[config.mk]
export PLATFORM = sky130hd
export DESIGN_NAME = prefetch_queue
export DESIGN_NICKNAME = d
export VERILOG_FILES = /design/src/rtl/prefetch_queue_pkg.sv /design/src/rtl/prefetch_queue_fifo.sv /design/src/rtl/prefetch_queue.sv
export SDC_FILE = /design/constraint.sdc
export NUM_CORES = 1
export LEC_CHECK = 0
export CORE_MARGIN = 5
export CORE_UTILIZATION = 55
export CTS_CLUSTER_DIAMETER = 200
export DETAILED_ROUTE_END_ITERATION = 8
export DONT_BUFFER_PORTS = 1
export PLACE_DENSITY = 0.68
export SYNTH_ARGS = -nofsm -noshare
export SYNTH_HDL_FRONTEND = slang
export SYNTH_SLANG_ARGS = --single-unit
[constraint.sdc]
create_clock -name clock -period 7.7 [get_ports clock]
set_input_delay 2.31 -clock clock [delete_from_list [all_inputs] [get_ports clock]]
set_output_delay 2.31 -clock clock [all_outputs]
set_load 0.01 [all_outputs]
[src/rtl/prefetch_queue_pkg.sv]
// Shared core definitions for the instruction prefetch queue: reset CS:IP,
// default queue depth, queue entry layout and the segment:offset address function.
package prefetch_queue_pkg;

    localparam int          PQ_DEPTH    = 4;
    localparam logic [15:0] PQ_RESET_CS = 16'hFFFF;
    localparam logic [15:0] PQ_RESET_IP = 16'h0000;

    typedef struct packed {
        logic [7:0]  data;
        logic [15:0] ip;
    } pq_entry_t;

    // Real-mode linear address; the 20-bit result drops the carry out of bit 19.
    function automatic logic [19:0] linear_addr(input logic [15:0] cs, input logic [15:0] ip);
        return {cs, 4'h0} + {4'h0, ip};
    endfunction

endpackage

[src/rtl/prefetch_queue_fifo.sv]
// Byte+IP storage for the prefetch queue: circular buffer with push, pop,
// clear and an occupancy count derived from pointers one bit wider than the index.
module pq_fifo
    import prefetch_queue_pkg::*;
#(
    parameter int DEPTH = PQ_DEPTH,
    localparam int PW   = $clog2(DEPTH)
) (
    input  logic      clock_i,
    input  logic      reset_i,
    input  logic      clear_i,
    input  logic      push_i,
    input  pq_entry_t push_entry_i,
    input  logic      pop_i,
    output pq_entry_t head_o,
    output logic [PW:0] count_o
);

    localparam logic [PW:0] FULL = (PW + 1)'(DEPTH);
    localparam logic [PW:0] ONE  = (PW + 1)'(1);

    logic [PW:0] wr_ptr_q, wr_ptr_d;
    logic [PW:0] rd_ptr_q, rd_ptr_d;
    pq_entry_t   mem_q [DEPTH];
    logic        do_push, do_pop;

    assign count_o = wr_ptr_q - rd_ptr_q;
    assign head_o  = mem_q[rd_ptr_q[PW-1:0]];
    assign do_pop  = pop_i && (count_o != '0);
    assign do_push = push_i && ((count_o != FULL) || do_pop);

    always_comb begin
        wr_ptr_d = wr_ptr_q;
        rd_ptr_d = rd_ptr_q;
        if (clear_i) begin
            wr_ptr_d = '0;
            rd_ptr_d = '0;
        end else begin
            if (do_push) wr_ptr_d = wr_ptr_q + ONE;
            if (do_pop)  rd_ptr_d = rd_ptr_q + ONE;
        end
    end

    always_ff @(posedge clock_i) begin
        if (reset_i) begin
            wr_ptr_q <= '0;
            rd_ptr_q <= '0;
        end else begin
            wr_ptr_q <= wr_ptr_d;
            rd_ptr_q <= rd_ptr_d;
        end
    end

    // Storage carries no reset; only the pointers decide what is valid.
    always_ff @(posedge clock_i) begin
        if (do_push && !clear_i && !reset_i) begin
            mem_q[wr_ptr_q[PW-1:0]] <= push_entry_i;
        end
    end

endmodule

[src/rtl/prefetch_queue.sv]
// Instruction prefetch queue: issues byte reads at CS:IP while space is reserved,
// captures each returned byte one cycle later and hands bytes to the decoder in order.
module prefetch_queue
    import prefetch_queue_pkg::*;
#(
    parameter int          DEPTH    = PQ_DEPTH,
    parameter logic [15:0] RESET_CS = PQ_RESET_CS,
    parameter logic [15:0] RESET_IP = PQ_RESET_IP
) (
    input  logic        clock,
    input  logic        reset,
    output logic [19:0] mem_address,
    output logic        mem_req,
    input  logic [7:0]  mem_data,
    input  logic        bus_busy,
    input  logic        flush,
    input  logic [15:0] flush_cs,
    input  logic [15:0] flush_ip,
    output logic [7:0]  q_data,
    output logic [15:0] q_ip,
    output logic        q_valid,
    input  logic        q_ready
);

    localparam int PW = $clog2(DEPTH);

    logic [15:0] fetch_cs_q, fetch_cs_d;
    logic [15:0] fetch_ip_q, fetch_ip_d;
    logic [15:0] inflight_ip_q, inflight_ip_d;
    logic        inflight_q, inflight_d;
    logic [PW:0]   count;
    logic [PW+1:0] occupancy;
    pq_entry_t     head, push_entry;
    logic          push, pop;

    // The inflight byte is counted so a request never issues without a free slot.
    assign occupancy   = {1'b0, count} + {{(PW + 1){1'b0}}, inflight_q};
    assign mem_address = linear_addr(fetch_cs_q, fetch_ip_q);
    assign mem_req     = !reset && !flush && !bus_busy && (occupancy < (PW + 2)'(DEPTH));
    assign q_valid     = (count != '0);
    assign q_data      = head.data;
    assign q_ip        = head.ip;
    assign push        = inflight_q && !flush;
    assign pop         = q_valid && q_ready && !flush;
    assign push_entry  = '{data: mem_data, ip: inflight_ip_q};

    pq_fifo #(.DEPTH(DEPTH)) u_fifo (
        .clock_i      (clock),
        .reset_i      (reset),
        .clear_i      (flush),
        .push_i       (push),
        .push_entry_i (push_entry),
        .pop_i        (pop),
        .head_o       (head),
        .count_o      (count)
    );

    always_comb begin
        fetch_cs_d    = fetch_cs_q;
        fetch_ip_d    = fetch_ip_q;
        inflight_d    = mem_req;
        inflight_ip_d = fetch_ip_q;
        if (flush) begin
            fetch_cs_d = flush_cs;
            fetch_ip_d = flush_ip;
            inflight_d = 1'b0;
        end else if (mem_req) begin
            fetch_ip_d = fetch_ip_q + 16'd1;
        end
    end

    always_ff @(posedge clock) begin
        if (reset) begin
            fetch_cs_q    <= RESET_CS;
            fetch_ip_q    <= RESET_IP;
            inflight_q    <= 1'b0;
            inflight_ip_q <= '0;
        end else begin
            fetch_cs_q    <= fetch_cs_d;
            fetch_ip_q    <= fetch_ip_d;
            inflight_q    <= inflight_d;
            inflight_ip_q <= inflight_ip_d;
        end
    end

endmodule

==> metrics.csv <==
metric,value,unit
Mapped Area,6381,um^2
register area,4025,um^2
Die ar.,13860,um^2
largest net degree at the start of global routing,33,
worst skew pair latency,420,ps
share of layout cells above drive strength 1,0.1392,
startpoint type of the worst setup path,flip-flop,
first-pass GRT wire length,19510,um
Synth Area in XOR/XNOR,0.04902,
Synth Register Bits,153,
core area,11420,um^2
global route overflow,0,
H-tree depth,4,
filler instances,896,
postcts setup bufs,0,
vias in the first global route,3607,
multi-input logic area,2218,um^2
syn_nets,518,
status,"finished, final reports clean",
routed vias,3473,
RSZ-0062 raised after global routing,false,
post-synthesis adder-cell area fraction,0.04353,
syn avg cell area,14.12,um^2
clk sinks,153,
Pre-Repair DR Iteration Count,4,
Synth-to-Final Area Change,10.73,%
mux cell area share after synthesis,0.1116,
post-cts gate resize count,0,
sequential fraction of the synthesis area,0.6306,
Max VDD drop,0.0002528,V
worst slew pin tran,883.3,ps
ANT cells,0,
critical path class,flip-flop to output port,
final wirelength,11870,um
Post-synth EDFFs,96,
Static Leak,2.508,nW
post-route minimum period,5234,ps
CTS Hold Buffers Added,0,
most common cell in the netlist,edfxtp_1,
gp weighted congestion,0.8144,
"top cells by count, synth","96 x edfxtp_1, 57 x dfxtp_1, 44 x nand2_1, 26 x nor2_1, 24 x mux4_2",
post-synthesis cell type count,40,
worst slack at placement,2522,ps
final HPWL from detailed placement,7880,um
# IOs,91,
max frequency,191.1,MHz
"Hold Vio Cnt, Final",0,
clk slew on worst S/H paths,60,ps
Post-Synth Simple-Gate Area,0.09706,
predominant post-synthesis flop cell,edfxtp_1,
FP Rows,39,
Synth Area in Compound Gates,0.04647,
arrival time of the worst setup path,2920,ps
max_cap viols,0,
async set or reset register ratio after synthesis,0,
setup TNS,0,ps
top cell type's share of synthesized area,0.4518,
Clock Tree Buf Depth,2,
Post-Synthesis Cells,452,
Yosys top cell by area,edfxtp_1,
initial core utilization,0.5588,
DIE WIDTH,117.7,um
PwrDens,257.8,nW/um^2
endpoint type of the worst setup path,output port,
largest family of logic cells by synthesized area,multiplexers,
DRC viols,0,
clock root buffer,clkbuf_16,
max_slew headroom,0.4111,
Worst Path Required,5390,ps
wire per inst,19.45,um
Final Cycle Share,0.6797,
initial antenna violation count,1,
Final Setup Violations,0,
Yosys warning count,0,
final count of pins violating max slew,0,
largest cells by area after synthesis,"edfxtp_1 45%, dfxtp_1 18%, mux4_2 8.5%, ha_1 3.7%, xnor2_1 2.6%",
DRT antenna net count,0,
Fin Clk Skew,6.921,ps
Worst Path Max Fanout,7,
CTS Buf Count,17,
Initial DRC Count,272,
post-layout net count,520,
chip height,117.7,um
CTS tree,built,
type of the tightest min-delay check,flip-flop to flip-flop,
Total GRT Usage,0.1816,
Buffers on Ports,0,
Vias/cell,5.693,
final setup margin,2466,ps
==> worst max-delay path, cell delays in order, from the launching register on <==
cell and delay [ps]:
dfxtp_1 430, ha_1 210, inv_1 60, fa_1 400, nor2b_1 200, o211ai_1 160, a31oi_1 380, a21oi_1 160
o21ai_0 220, xor2_1 290
==> metal layers <==
layer | GRT usage | share of wire | up-vias | routed length [um]
met2 | 0.2878 | 0.48 | 95 | 5709
met3 | 0.06439 | 0.058 | 22 | 684
li1 | - | - | 1665 | -
met4 | 0.07168 | 0.022 | 2 | 259
met1 | 0.2290 | 0.44 | 1689 | 5201
met5 | 0 | 0.00093 | - | 11
==> path summary, 6_finish.rpt <==
check | start | to | slack [ps] | depth (start not counted)
min | inflight_ip_q[12]$_SDFF_PP0_ | u_fifo.mem_q[3][12]$_DFFE_PP_ | 480 | 0
min reg2reg | inflight_ip_q[12]$_SDFF_PP0_ | u_fifo.mem_q[3][12]$_DFFE_PP_ | 480 | 0
max reg2reg | u_fifo.wr_ptr_q[0]$_SDFFE_PP0P_ | u_fifo.mem_q[1][7]$_DFFE_PP_ | 4910 | 8
max | fetch_ip_q[4]$_SDFFE_PP0P_ | mem_address[16] | 2470 | 9
==> where the power goes <==
group,internal [mW],switching (mW)
Clock,0.483,0.312
Sequential,0.886,0.0174
Combinational,0.0493,0.0736
Total,1.42,0.403
==> metrics by stage <==
step / std cells / total power, mW / cell area, um^2 / hold slack [ps] / utilization
final: 610 / 1.821 / 7066 / 479.5 / 0.6188
after global routing: 610 / 1.896 / 7066 / 491.2 / 0.6188
after CTS: 610 / 1.837 / 7066 / 473.3 / 0.6188
after detailed placement: 578 / 1.043 / 6494 / 462.9 / 0.5687
after global placement: 578 / 1.040 / 6494 / 447.4 / 0.5687
after floorplan: 452 / 1.023 / 6381 / 438.3 / -
==> layout by cell type (no fill, tap or decap), types with 3 or more instances in the layout <==
| cell type | count |
|---|---|
| o211ai_1 | 3 |
| a21oi_1 | 18 |
| mux4_2 | 24 |
| nand2_1 | 44 |
| dfxtp_1 | 56 |
| inv_1 | 9 |
| nand3_1 | 13 |
| clkbuf_16 | 17 |
| a211oi_1 | 10 |
| edfxtp_1 | 96 |
| ha_1 | 19 |
| clkinv_2 | 4 |
| mux2i_1 | 16 |
| buf_4 | 5 |
| and3_1 | 8 |
| nand4_1 | 5 |
| xnor2_1 | 19 |
| nor2_1 | 26 |
| and2_1 | 3 |
| nor2b_1 | 19 |
| o21ai_0 | 7 |
| xor2_1 | 14 |
==> logic make-up after synthesis <==
| family | after synthesis |
|---|---|
| AO/OA/AOI/OAI | 47 |
| XOR/XNOR | 34 |
| adder cells (fa/ha/maj) | 21 |
| buffers and inverters | 31 |
| flip-flops | 153 |
| multiplexers | 41 |
| AND/OR/NAND/NOR | 125 |
==> final cells by class <==
cell class,count,area share
Inverter,9,0.004781
Multi-Input combinational cell,268,0.3140
Clock inverter,12,0.01771
Sequential cell,153,0.5697
Tap cell,143,0.02532
Timing Repair Buffer,5,0.005313
Clock buffer,20,0.06322
==> registers in the layout, summed over array words and instances, names as in the netlist, named ones only <==
register and flops:
u_fifo.mem_q 96, fetch_cs_q 16, fetch_ip_q 16, inflight_ip_q 16
u_fifo.rd_ptr_q 3, u_fifo.wr_ptr_q 3, inflight_q 1
Note: power is estimated with default switching activity, not from simulation.
